===== config.mk =====
export PLATFORM = sky130hd
export DESIGN_NAME = mem_arbiter
export DESIGN_NICKNAME = d
export VERILOG_FILES = /design/src/rtl/mmips_pkg.sv /design/src/rtl/mem_arbiter_rr_arb2.sv /design/src/rtl/mem_arbiter.sv
export SDC_FILE = /design/constraint.sdc
export NUM_CORES = 1
export LEC_CHECK = 0
export CAP_MARGIN = 5
export CORE_MARGIN = 8
export CORE_UTILIZATION = 30
export DETAILED_ROUTE_END_ITERATION = 16
export GPL_TIMING_DRIVEN = 0
export PLACE_DENSITY = 0.69
export REMOVE_ABC_BUFFERS = 1
export SYNTH_ARGS = -nofsm -noshare
export SYNTH_HDL_FRONTEND = slang
export SYNTH_HIERARCHICAL = 1
export SYNTH_SLANG_ARGS = --single-unit

===== constraint.sdc =====
create_clock -name clk -period 2.5 [get_ports clk]
set_input_delay 0.625 -clock clk [delete_from_list [all_inputs] [get_ports clk]]
set_output_delay 0.625 -clock clk [all_outputs]
set_load 0.02 [all_outputs]

===== src/rtl/mmips_pkg.sv =====
// Shared types for the mmips memory path: owner and arbiter state encodings
// plus the default address/data widths.
package mmips_pkg;

    localparam int ADDR_W_DEF = 5;
    localparam int DATA_W_DEF = 8;

    typedef enum logic {
        OWN_CPU = 1'b0,
        OWN_LDR = 1'b1
    } owner_e;

    typedef enum logic {
        ST_IDLE = 1'b0,
        ST_WAIT = 1'b1
    } state_e;

endpackage


===== src/rtl/mem_arbiter_rr_arb2.sv =====
// Two-way round-robin picker: bit 0 is the CPU, bit 1 the loader. The pointer
// remembers the last winner and only moves when the caller commits a grant.
module rr_arb2
    import mmips_pkg::*;
(
    input  logic       clk,
    input  logic       rst,
    input  logic [1:0] req,
    input  logic       advance,
    output logic [1:0] gnt
);

    owner_e last_q;
    owner_e last_d;

    // Pick the requester that did not win last time; a lone requester always wins.
    always_comb begin
        gnt    = 2'b00;
        last_d = last_q;
        if (req[0] && (!req[1] || (last_q == OWN_LDR))) begin
            gnt = 2'b01;
        end else if (req[1]) begin
            gnt = 2'b10;
        end else begin
            gnt = 2'b00;
        end
        if (advance && gnt[0]) begin
            last_d = OWN_CPU;
        end else if (advance && gnt[1]) begin
            last_d = OWN_LDR;
        end else begin
            last_d = last_q;
        end
    end

    // Last-winner pointer; resets to the loader so the CPU wins first contention.
    always_ff @(posedge clk) begin
        if (rst) begin
            last_q <= OWN_LDR;
        end else begin
            last_q <= last_d;
        end
    end

endmodule


===== src/rtl/mem_arbiter.sv =====
// Single-port memory arbiter between the CPU and the loader/debug port: one
// transaction in flight, fixed read latency, done pulse and CPU stall.
module mem_arbiter
    import mmips_pkg::*;
#(
    parameter int ADDR_W  = ADDR_W_DEF,
    parameter int DATA_W  = DATA_W_DEF,
    parameter int MEM_LAT = 1
) (
    input  logic              clk,
    input  logic              rst,
    input  logic              cpu_req,
    input  logic              cpu_we,
    input  logic [ADDR_W-1:0] cpu_addr,
    input  logic [DATA_W-1:0] cpu_wdata,
    output logic              cpu_gnt,
    output logic              cpu_done,
    output logic [DATA_W-1:0] cpu_rdata,
    output logic              cpu_stall,
    input  logic              ldr_req,
    input  logic              ldr_we,
    input  logic [ADDR_W-1:0] ldr_addr,
    input  logic [DATA_W-1:0] ldr_wdata,
    output logic              ldr_gnt,
    output logic              ldr_done,
    output logic [DATA_W-1:0] ldr_rdata,
    input  logic              ldr_lock,
    output logic              mem_en,
    output logic              mem_we,
    output logic [ADDR_W-1:0] mem_addr,
    output logic [DATA_W-1:0] mem_wdata,
    input  logic [DATA_W-1:0] mem_rdata
);

    localparam int               CNT_W = $clog2(MEM_LAT + 1);
    localparam logic [CNT_W-1:0] LAT_C = CNT_W'(MEM_LAT);

    state_e            state_q, state_d;
    owner_e            owner_q, owner_d;
    logic              we_q, we_d;
    logic [CNT_W-1:0]  cnt_q, cnt_d;
    logic [DATA_W-1:0] cpu_rdata_q, cpu_rdata_d;
    logic [DATA_W-1:0] ldr_rdata_q, ldr_rdata_d;
    logic [1:0]        arb_req_s;
    logic [1:0]        arb_gnt_s;
    logic              issue_s;
    logic              done_s;

    assign arb_req_s = {ldr_req, cpu_req & ~ldr_lock};

    rr_arb2 u_arb (
        .clk     (clk),
        .rst     (rst),
        .req     (arb_req_s),
        .advance (issue_s),
        .gnt     (arb_gnt_s)
    );

    // Next-state, memory mux and done generation; reset blocks grants and done.
    always_comb begin
        state_d     = state_q;
        owner_d     = owner_q;
        we_d        = we_q;
        cnt_d       = cnt_q;
        cpu_rdata_d = cpu_rdata_q;
        ldr_rdata_d = ldr_rdata_q;
        issue_s     = 1'b0;
        done_s      = 1'b0;
        mem_en      = 1'b0;
        mem_we      = 1'b0;
        mem_addr    = {ADDR_W{1'b0}};
        mem_wdata   = {DATA_W{1'b0}};
        cpu_gnt     = 1'b0;
        ldr_gnt     = 1'b0;
        cpu_done    = 1'b0;
        ldr_done    = 1'b0;
        case (state_q)
            ST_IDLE: begin
                if (!rst && (arb_gnt_s != 2'b00)) begin
                    issue_s = 1'b1;
                    mem_en  = 1'b1;
                    state_d = ST_WAIT;
                    cnt_d   = CNT_W'(1);
                    if (arb_gnt_s[1]) begin
                        owner_d   = OWN_LDR;
                        ldr_gnt   = 1'b1;
                        mem_we    = ldr_we;
                        mem_addr  = ldr_addr;
                        mem_wdata = ldr_wdata;
                        we_d      = ldr_we;
                    end else begin
                        owner_d   = OWN_CPU;
                        cpu_gnt   = 1'b1;
                        mem_we    = cpu_we;
                        mem_addr  = cpu_addr;
                        mem_wdata = cpu_wdata;
                        we_d      = cpu_we;
                    end
                end else begin
                    state_d = ST_IDLE;
                end
            end
            ST_WAIT: begin
                if (cnt_q == LAT_C) begin
                    done_s  = !rst;
                    state_d = ST_IDLE;
                    cnt_d   = {CNT_W{1'b0}};
                    if (owner_q == OWN_LDR) begin
                        ldr_done = done_s;
                        if (done_s && !we_q) begin
                            ldr_rdata_d = mem_rdata;
                        end else begin
                            ldr_rdata_d = ldr_rdata_q;
                        end
                    end else begin
                        cpu_done = done_s;
                        if (done_s && !we_q) begin
                            cpu_rdata_d = mem_rdata;
                        end else begin
                            cpu_rdata_d = cpu_rdata_q;
                        end
                    end
                end else begin
                    cnt_d = cnt_q + CNT_W'(1);
                end
            end
            default: begin
                state_d = ST_IDLE;
            end
        endcase
    end

    // Read data is live during the done cycle and held from the register otherwise.
    assign cpu_rdata = (cpu_done && !we_q) ? mem_rdata : cpu_rdata_q;
    assign ldr_rdata = (ldr_done && !we_q) ? mem_rdata : ldr_rdata_q;
    assign cpu_stall = cpu_req & ~cpu_done;

    // Transaction state and held read data.
    always_ff @(posedge clk) begin
        if (rst) begin
            state_q     <= ST_IDLE;
            owner_q     <= OWN_CPU;
            we_q        <= 1'b0;
            cnt_q       <= {CNT_W{1'b0}};
            cpu_rdata_q <= {DATA_W{1'b0}};
            ldr_rdata_q <= {DATA_W{1'b0}};
        end else begin
            state_q     <= state_d;
            owner_q     <= owner_d;
            we_q        <= we_d;
            cnt_q       <= cnt_d;
            cpu_rdata_q <= cpu_rdata_d;
            ldr_rdata_q <= ldr_rdata_d;
        end
    end

endmodule


## Word-level counts from Yosys, hierarchy flattened

Index checks and enable logic that the tools add are counted.

| word-level totals | value |
|---|---|
| register bits after elaboration | 21 |
| bits of input ports | 41 |
| output and inout port bits | 36 |
| word-level logic and storage cells | 65 |

| cells by class | value |
|---|---|
| add/sub/neg operators | 1 |
| equality and inequality tests | 1 |
| mux-type cells | 34 |
| bitwise gates (word level) | 6 |
| reduce and logical (&&, ||, !) cells | 16 |

Operator list:

| cell | number |
|---|---|
| 2-to-1 mux 8 bit | 5 |
| 2-to-1 mux 1 bit | 22 |
| 2-to-1 mux 5 bit | 3 |
| AND reduction 4 bit | 2 |
| logical AND 1 bit | 7 |
| 2-to-1 mux 2 bit | 2 |
| inverter 1 bit | 4 |
| one-hot mux 1 bit (2 select lines) | 2 |
| nonzero test 2 bit | 2 |
| zero test 1 bit | 3 |
| bitwise AND 1 bit | 2 |
| != test 2 bit (second input constant) | 1 |
| AND reduction 2 bit | 1 |
| adder 1 bit (second input constant) | 1 |
| logical OR 1 bit | 1 |

## Longest topological paths before layout

Gate-level depths: netlist of run 1.

| logic depth | value |
|---|---|
| depth in word-level cells | 11 |
| gate-level depth with buffers | 7 |
| gate-level depth less buffers | 7 |

## Hierarchy

Netlist of run 1, hierarchy kept.

By module, submodules not included:

| module | times used | cells each | area each (µm²) | seq. area each (µm²) |
|---|---|---|---|---|
| mem_arbiter | 1 | 160 | 1128.6 | 400.4 |
| rr_arb2 | 1 | 7 | 61.3 | 20.0 |

## Least setup slack after synthesis of run 1

No wires, ideal clock.

| timing | value |
|---|---|
| kind | input -> output |
| from | in cpu_req |
| to | out mem_addr[1] |
| arrival | 1.970 ns |
| required time | 1.875 ns |
| slack | -0.095 ns |
| cell stages on the path | 5 |
| path buffers | 1 |
| cell sequence | nor2b_1 -> a21boi_0 -> clkbuf_1 -> nand3b_1 -> a21oi_1 |

| between the ends | value |
|---|---|
| word-level cells in the longest chain between the ends | 7 |
| elaborated cells on any way between the ends | 8 |
| those cells by class | 4 x mux; 1 x bitwise; 3 x reduce/logical |

RTL lines:

| what | line | source |
|---|---|---|
| start: declaration | mem_arbiter.sv:12 | `input logic cpu_req,` |
| bitwise AND 1 bit | mem_arbiter.sv:49 | `assign arb_req_s = {ldr_req, cpu_req & ~ldr_lock};` |
| logical AND 1 bit | mem_arbiter_rr_arb2.sv:20 | `if (req[0] && (!req[1] \|\| (last_q == OWN_LDR))) begin` |
| 2-to-1 mux 2 bit | mem_arbiter_rr_arb2.sv:20 |  |
| via arb_gnt_s[0] | mem_arbiter.sv:45 | `logic [1:0] arb_gnt_s;` |
| nonzero test 2 bit | mem_arbiter.sv:79 | `if (!rst && (arb_gnt_s != 2'b00)) begin` |
| logical AND 1 bit | mem_arbiter.sv:79 |  |
| 2-to-1 mux 5 bit | mem_arbiter.sv:79 |  |
| 2-to-1 mux 5 bit | mem_arbiter.sv:77 | `case (state_q)` |
| end: declaration | mem_arbiter.sv:30 | `output logic [ADDR_W-1:0] mem_addr,` |

The timed path passes the listed nets, and every way through them passes these cells.

## Worst setup path after layout of run 1

| timing | value |
|---|---|
| from | in rst |
| to | out cpu_done |

| between the ends | value |
|---|---|
| word-level cells in the longest chain between the ends | 4 |

RTL lines:

| what | line | source |
|---|---|---|
| start: declaration | mem_arbiter.sv:11 | `input logic rst,` |
| zero test 1 bit | mem_arbiter.sv:105 | `done_s = !rst;` |
| 2-to-1 mux 1 bit | mem_arbiter.sv:108 | `if (owner_q == OWN_LDR) begin` |
| 2-to-1 mux 1 bit | mem_arbiter.sv:104 | `if (cnt_q == LAT_C) begin` |
| 2-to-1 mux 1 bit | mem_arbiter.sv:77 |  |
| end: declaration | mem_arbiter.sv:17 | `output logic cpu_done,` |

Every way passes these cells.

==> impl_metrics.toml, run 1 <==
[placement]
port_buffers = 76
post-place-ws_ns = -1.47
dp_hpwl_um = 3230
gp_congestion = 0.708
dpl.cell_count = 284

[die]
rows = 23
io_pins = 77
die_area_sq_um = 6240
coreArea_sq_um = 3910
dieWidth_um = 79.0
die_h_um = 79.0
start_util = 0.304

[worst_setup_path]
arrival_ns = 1.82
start_kind = "primary input"
crit_fanout = 26
ff2ff_path_depth = 7
r2r_end = "we_q$_SDFFE_PP0P_"
reg2reg_setup_slack_ns = 0.98
path_class = "primary input to primary output"
required_ns = 1.88
reg2reg_from = "u_arb/last_q$_SDFFE_PP1P_"
end_kind = "primary output"

[logic_synthesis]
synth_top_cell_area_share = 0.353
yosysWarningCount = 6
yosysMostFrequentCell = "a21oi_1"
synth-edff-count = 0
synth_common_cells = "a21oi_1 (32), nand2_1 (30), dfxtp_1 (21)"
synth-main-ff-cell = "dfxtp_1"
syn_avg_cell_area_sq_um = 7.13
seq_area_frac_synth = 0.353
synth_area_sq_um = 1190
ys_ff_latch = 21
synth_cells = 167
synth_cell_types = 29
synth_area_leaders = "dfxtp_1 (35%), a21oi_1 (13%), nand2_1 (9.5%)"
synth-async-reset-ratio = 0
yosysTopAreaCell = "dfxtp_1"

[clock_network]
cts_buffers = 3
cts_hold_buf = 0
cts_tree = "done"
cts.sinks = 21
root_buffer = "clkbuf_8"
clk_pin_slew_ns = 0.07
htree_levels = 1
clk_latency_ns = 0.26
clk_path_buf_depth = 2

[sta]
final_max_slew_viol_count = 0
fin_ws_ns = 0.0522
max_freq_mhz = 409
hold_viol = 0
finClkSkew_ns = 0.00588
fin_crit_ns = 2.45
finalCritPeriodShare = 0.979
timing.slew.headroom = 0.575
rsz0062_at_grt = "true"
tightestPinTransition_ns = 0.637
setup_viol = 0

[detailed_routing]
ant_nets = 0
routed_wl_um = 4780
first_pass_iters = 4
vias = 1466
avgViaCountPerCell = 4.87
drtIter0Drc = 125
wl_per_cell_um = 15.9
drc = 0

[pwr]
p_per_area_nw_per_um2 = 418
p_leak_nw = 1.03
total_power_mw = 0.935
p_clk_frac = 0.236
internal-power_mw = 0.633
vdd_drop_max_uv = 259
p_sw_mw = 0.302
power_frac_seq = 0.414
switching_share = 0.323
combPwrFrac = 0.350

[hold_path]
hp-class = "register to register"
hold-path-cell-count = 2
min_to = "cpu_rdata_q[6]$_SDFFE_PP0P_"
hp-start = "cpu_rdata_q[6]$_SDFFE_PP0P_"

[global_route]
antenna_found_initial = 0
grt_overflow_total = 0
grt_max_degree = 26
grt_pass1_vias = 1455
grtUsageTotal = 0.149
grt_pass1_wl_um = 7430

[cells_and_area]
antenna_cells = 0
area_delta_synth_final_pct = 88.0
drive_gt1_frac = 0.251
n_fill_cell = 397
fin_nets = 293
fin_cells = 301
post-route-util = 0.572

[job]
maxCapViolCount = 0

[outcome]
status = "completed"
-- worst max-delay path by stage --
stage                   end  slack, ns              start
2_1_floorplan        mem_we      -1.00            cpu_req
3_3_place_gp         mem_we      -2.60            cpu_req
3_5_place_dp   cpu_rdata[3]      -1.47                rst
4_1_cts        mem_wdata[7]      0.002           ldr_lock
5_1_grt        cpu_rdata[7]      -0.01  we_q$_SDFFE_PP0P_
6_report           cpu_done       0.05                rst
-- layout by cell type (no fill, tap or decap), drive strengths merged, types with 4 or more instances in the layout --
cell type / Yosys / layout
o21ai: 19 / 19
a21oi: 32 / 32
nand2: 30 / 30
clkdlybuf4s50: 0 / 37
inv: 4 / 4
nand3: 16 / 16
clkbuf: 5 / 8
clkdlybuf4s15: 0 / 5
buf: 6 / 31
nand3b: 13 / 13
dfxtp: 21 / 21
dlygate4sd2: 0 / 12
-- state kept, by name (all words and copies together), names as in the netlist --
register      cells
cpu_rdata_q       8
state_q           1
cnt_q             1
ldr_rdata_q       8
u_arb/last_q      1
we_q              1
owner_q           1
-- stage by stage --
stage / TNS (ns) / area, sq um / hold WS [ns]
6_report: 0 / 2240 / 0.466
3_5_place_dp: -49.17 / 1990 / 0.492
2_1_floorplan: -15.01 / 1140 / 0.464
3_3_place_gp: -75.84 / 1960 / 0.482
5_1_grt: -0.0170 / 2240 / 0.488
4_1_cts: 0 / 2170 / 0.502
-- timing repair --
| item | in CTS | in global routing |
|---|---|---|
| pin swaps | 8 | 5 |
| gates cloned | 3 | 1 |
| resized for setup | 126 | 32 |
| setup buffers | 7 | 2 |
| endpoints found under the setup margin | 44 | 31 |
-- worst max-delay path: stages --
cell,delay (ns)
buf_4,0.20
nand4bb_4,0.25
clkinv_4,0.12
clkdlybuf4s50_1,0.61
-- layer usage --
metal / up-vias / part of all wire / global-route usage / routed length [um]
met5: - / 0 / 0 / 0
met4: 0 / 0.0044 / 0.0222 / 21
met3: 5 / 0.041 / 0.0384 / 195
met2: 31 / 0.54 / 0.279 / 2570
met1: 674 / 0.42 / 0.167 / 1990
li1: 756 / - / - / -
-- power groups by stage --
stage          registers [mW]  logic (mW)  clock network [mW]
6_report                0.387       0.327               0.221
5_1_grt                 0.389       0.352               0.238
4_1_cts                 0.380       0.309               0.226
3_5_place_dp            0.381       0.280                   0
3_3_place_gp            0.380       0.274                   0
2_1_floorplan           0.374       0.126                   0
-- layout make-up --
cell class,instances,area [sq um],share of cell area
clock inverters,1,5.00,0.00224
inverters,6,32.5,0.0145
multi-input cells,130,807,0.361
repair buffers,90,866,0.387
clock buffers,3,41.3,0.0185
flip-flops and latches,21,423,0.189
well taps,50,62.6,0.0280
-- logic make-up after synthesis --
| family | synth area share |
|---|---|
| xor+xnor | 0.00736 |
| simple gates | 0.320 |
| buf+inv | 0.0673 |
| compound gates | 0.244 |
| mux | 0.00841 |
| flops | 0.353 |
Power figures use the tool's default switching activity.
==> run 2: changes to the inputs <==
- CORE_MARGIN: 8 -> not set
==> run 2 against run 1 <==
Effect of this change:
- sequential share of layout area is 1.1 points higher
- fmax is 0.21% higher
- utilization is 0.71 points lower
- flip-flop and latch count stayed put
- final cell count is 2.3% lower
- worst hold slack better by 0.033 ns
- critical path depth is 2 higher
- global-route usage is 3.9 points higher
- first-iteration DRC count is 54% lower
- clock skew is 0.0047 ns lower
- power is 4.3% lower
- routed wire length is 17% lower
- highest routed layer unchanged
==> impl_metrics.toml, run 2 (synthesized netlist as in run 1, its figures left out) <==
[pwr]
internal-power_mw = 0.616
combPwrFrac = 0.330
p_per_area_nw_per_um2 = 423
power_frac_seq = 0.427
p_sw_mw = 0.278
vdd_drop_max_uv = 457
switching_share = 0.311
p_leak_nw = 0.988
p_clk_frac = 0.244

[placement]
place_area_sq_um = 1990
dp_hpwl_um = 2680
port_buffers = 76
gp_congestion = 0.747
dpl.cell_count = 282
post-place-ws_ns = -1.44

[cells_and_area]
area_delta_synth_final_pct = 77.6
finalInstanceArea_sq_um = 2110
drive_gt1_frac = 0.199
fin_nets = 288
antenna_cells = 0
layout_common_cells = "clkdlybuf4s50_1 (38), a21oi_1 (31), nand2_1 (29), dfxtp_1 (19), dlygate4sd2_1 (17)"
n_fill_cell = 373
fin_cells = 294
largestRegisters = "cpu_rdata_q x8, ldr_rdata_q x8"
final_common_cell = "clkdlybuf4s50_1"

[outcome]
status = "completed"

[global_route]
grt_pass1_wl_um = 6200
met2_usage = 0.322
grtUsageMet1 = 0.237
grt_pass1_vias = 1286
antenna_found_initial = 0
grt-busiest-layer = "met2"
grtUsageTotal = 0.188
grt_overflow_total = 0
grt_util_met3 = 0.0370
grt_max_degree = 26

[sta]
max_freq_mhz = 409
setup_tns_ns = 0
fin_crit_ns = 2.44
setup_viol = 0
timing.slew.headroom = 0.649
fin_ws_ns = 0.0573
hold_slack_ns = 0.499
finClkSkew_ns = 0.00120
rsz0062_at_grt = "false"
hold_viol = 0
tightestPinTransition_ns = 0.527
final_max_slew_viol_count = 0
finalCritPeriodShare = 0.977

[detailed_routing]
avgViaCountPerCell = 4.86
wl_per_cell_um = 13.4
drtIter0Drc = 58
vias = 1429
first_pass_iters = 4
drc = 0
ant_nets = 0
routed_wl_um = 3950

[clock_network]
cts_tree = "done"
clk_pin_slew_ns = 0.07
htree_levels = 1
cts.sinks = 21
cts_buffers = 3
clk_path_buf_depth = 2
clk_latency_ns = 0.26
root_buffer = "clkbuf_8"

[die]
start_util = 0.318
dieWidth_um = 65.0
rows = 22
die_h_um = 65.0
io_pins = 77
die_area_sq_um = 4220
coreArea_sq_um = 3740

[worst_setup_path]
crit_chain = "buf_6 > nand4bb_4 > buf_4 > o21ai_1 > nand2_1 > dlygate4sd2_1"
crit_fanout = 25
cp_num_buf_inv = 3
reg2reg_setup_slack_ns = 0.96
cp_top_family = "buffers and inverters"
arrival_ns = 1.82
end_kind = "primary output"
required_ns = 1.88
slowest_delay_ns = 0.33
crit_path_top_delay_cell = "dlygate4sd2_1"
start_kind = "primary input"
path_class = "primary input to primary output"

[job]
maxCapViolCount = 0

[hold_path]
hp-class = "register to register"
## run 2: changes by cell type in the layout (fill, tap and decap cells not counted), sizes merged, moves of 2 or more
cell / before / now
dlygate4sd2: 12 / 17
buf: 31 / 27
clkdlybuf4s15: 5 / 2
clkbuf: 8 / 6
## run 2: power by group through the flow
stage                     clock network [mW]  registers (mW)  logic (mW)
final                                  0.218           0.382       0.295
after global routing                   0.243           0.384       0.317
after CTS                              0.226           0.380       0.277
after detailed placement                   0           0.380       0.275
after global placement                     0           0.380       0.271
after floorplan                            0           0.374       0.126
## run 2: final timing paths
path                                             startpoint                     endpoint  depth (start not counted)
worst max-delay path                                    rst                 cpu_rdata[4]                          6
worst min-delay path            ldr_rdata_q[5]$_SDFFE_PP0P_  ldr_rdata_q[5]$_SDFFE_PP0P_                          2
worst max register to register    u_arb/last_q$_SDFFE_PP1P_            we_q$_SDFFE_PP0P_                          8
worst min register to register  ldr_rdata_q[5]$_SDFFE_PP0P_  ldr_rdata_q[5]$_SDFFE_PP0P_                          2
## run 2: area by class of cell
cell class	count	area [sq um]	area share
Clock buffer	4	45.0	0.0213
Tap cell	48	60.1	0.0284
Sequential cell	21	423	0.200
Timing Repair Buffer	86	774	0.366
Inverter	6	32.5	0.0154
Multi-Input combinational cell	129	778	0.368
## run 2: worst reg2reg max path: cells and delay by family, from the launching register on
kind / cells / cell delay [ns]
flip-flops: 1 / 0.41
buffers and inverters: 4 / 0.45
AO/OA/AOI/OAI: 3 / 0.46
AND/OR/NAND/NOR: 1 / 0.14
## run 2: per-layer routing
layer | vias to the layer above | part of all wire
met3 | 6 | 0.039
met5 | - | 0
met2 | 34 | 0.49
li1 | 740 | -
met1 | 649 | 0.45
met4 | 0 | 0.014
## run 2: repair_timing
action | in CTS | in global routing
endpoints found under the setup margin | 45 | 17
hold buffers | 0 | 0
resized for setup | 111 | 19
pin swaps | 3 | 2
buffers inserted | 6 | 2
## run 2: per-stage QoR
step                      utilization  power (mW)
after global routing            0.565       0.944
after detailed placement        0.530       0.656
after global placement          0.523       0.651
after CTS                       0.549       0.882
final                           0.565       0.895
after floorplan                     -       0.500
==> run 3: changes to the inputs <==
- DONT_BUFFER_PORTS: not set -> 1
- PLACE_DENSITY: 0.69 -> not set
- SKIP_LAST_GASP: not set -> 1
==> run 3 against run 2 <==
Effect of this change:
- clock power grew 5%
- combinational power shrank 45%
- utilization shrank 21 points
- power shrank 14%
- routed wire length shrank 19%
- critical path depth shrank 1
- critical endpoint is now mem_wdata[7]
- highest routed layer unchanged
==> impl_metrics.toml, run 3 (synthesized netlist as in run 1, its figures left out) <==
[outcome]
status = "completed"

[die]
dieWidth_um = 65.0
rows = 22
start_util = 0.318
coreArea_sq_um = 3740
io_pins = 77
die_h_um = 65.0
die_area_sq_um = 4220

[detailed_routing]
ant_nets = 0
first_pass_iters = 4
drtIter0Drc = 90
routed_wl_um = 3190
vias = 1138
wl_per_cell_um = 15.2
avgViaCountPerCell = 5.42
drc = 0

[placement]
dp_hpwl_um = 2160
port_buffers = 0
gp_congestion = 0.720

[cells_and_area]
antenna_cells = 0
area_delta_synth_final_pct = 12.9
layout_common_cells = "nand2_1 (30), dfxtp_1 (20), a21oi_1 (19), nand3_1 (16)"
final_common_cell = "nand2_1"
largestRegisters = "cpu_rdata_q x8, ldr_rdata_q x8"
drive_gt1_frac = 0.191
fin_nets = 204

[clock_network]
cts_setup_buffers = 0
cts_tree = "done"
root_buffer = "clkbuf_8"
cts.sinks = 21
clk_path_buf_depth = 2
clk_pin_slew_ns = 0.08
htree_levels = 1
clk_latency_ns = 0.26
cts_buffers = 3

[pwr]
total_power_mw = 0.768
p_per_area_nw_per_um2 = 571
p_leak_nw = 0.529
vdd_drop_max_uv = 194

[worst_setup_path]
slowest_delay_ns = 0.30
arrival_ns = 1.78
reg2reg_from = "u_arb/last_q$_SDFFE_PP1P_"
reg2reg_setup_slack_ns = 0.79
ff2ff_path_depth = 6
crit_fanout = 13
crit_chain = "nor2b_2 > a21boi_2 > buf_4 > nand3b_1 > a21oi_2"
start_kind = "primary input"
required_ns = 1.88
crit_path_top_delay_cell = "a21oi_2"
path_class = "primary input to primary output"
r2r_end = "u_arb/last_q$_SDFFE_PP1P_"
end_kind = "primary output"

[hold_path]
min_to = "cpu_rdata_q[6]$_SDFFE_PP0P_"
hold-path-cell-count = 1
hp-class = "primary input to register"
hp-start = "rst"

[sta]
rsz0062_at_grt = "false"
setup_viol = 0
setup_tns_ns = 0
max_freq_mhz = 415
timing.slew.headroom = 0.501
hold_viol = 0
final_max_slew_viol_count = 0
finalCritPeriodShare = 0.963
finClkSkew_ns = 0.00344
tightestPinTransition_ns = 0.749
fin_crit_ns = 2.41

[global_route]
grtUsageTotal = 0.149
grt_pass1_wl_um = 4830
grt_overflow_total = 0
grt_pass1_vias = 981
grt_max_degree = 26
antenna_found_initial = 0

[job]
maxCapViolCount = 0
run 3: cell count changes in the layout (fill, tap and decap cells not counted), sizes merged:
cell,before,now
buf,27,1
clkdlybuf4s50,38,0
clkbuf,6,3
inv,3,4
clkdlybuf4s15,2,0
clkinvlp,1,0
clkinv,2,3
dlygate4sd2,17,0
a21boi,2,3
run 3: layout make-up:
class | instances | area [sq um]
clock buffers | 3 | 41.3
clock inverters | 1 | 5.00
fillers | 415 | 2400
inverters | 6 | 28.8
multi-input cells | 130 | 779
flip-flops and latches | 21 | 422
well taps | 48 | 60.1
repair buffers | 1 | 7.51
run 3: through the flow:
stage	worst slack, ns	instance area, sq um	hold slack [ns]	instances	util
3_3_place_gp	-1.62	1200	0.476	204	0.320
2_1_floorplan	-1.00	1140	0.464	156	-
4_1_cts	0.0125	1340	0.409	210	0.357
3_5_place_dp	-0.366	1210	0.482	205	0.323
6_report	0.0929	1340	0.416	210	0.359
5_1_grt	0.0131	1340	0.402	210	0.359
run 3: metal layers:
layer	vias up	track usage	wire length, um
li1	573	-	-
met1	533	0.210	1540
met2	28	0.216	1470
met3	4	0.0352	135
met4	0	0.0583	45
met5	-	0	0
run 3: worst max-delay path, delay by kind of cell:
| family | cells | cell delay, ns |
|---|---|---|
| AOI/OAI and AO/OA | 2 | 0.57 |
| and+or+nand+nor | 2 | 0.36 |
| buffers and inverters | 1 | 0.22 |
run 3: worst max-delay path by stage:
| stage | from | end | slack (ns) | cells past startpoint |
|---|---|---|---|---|
| after global routing | cpu_req | mem_wdata[7] | 0.01 | 5 |
| after detailed placement | cpu_req | mem_we | -0.37 | 5 |
| after global placement | cpu_req | mem_we | -1.62 | 5 |
| after floorplan | cpu_req | mem_we | -1.00 | 5 |
| final | cpu_req | mem_wdata[7] | 0.09 | 5 |
| after CTS | cpu_req | mem_wdata[7] | 0.01 | 5 |
run 3: what timing repair did:
action | in CTS | in global routing
hold buffers | 0 | 0
cloned | 1 | 0
gates resized for setup | 18 | 3
pin swaps | 1 | 0
endpoints found under the setup margin | 24 | 29
run 3: where the power goes:
| part | internal, mW | switching, mW | total [mW] |
|---|---|---|---|
| combinational | 0.0480 | 0.115 | 0.163 |
| clock | 0.111 | 0.118 | 0.229 |
| sequential | 0.351 | 0.0245 | 0.376 |
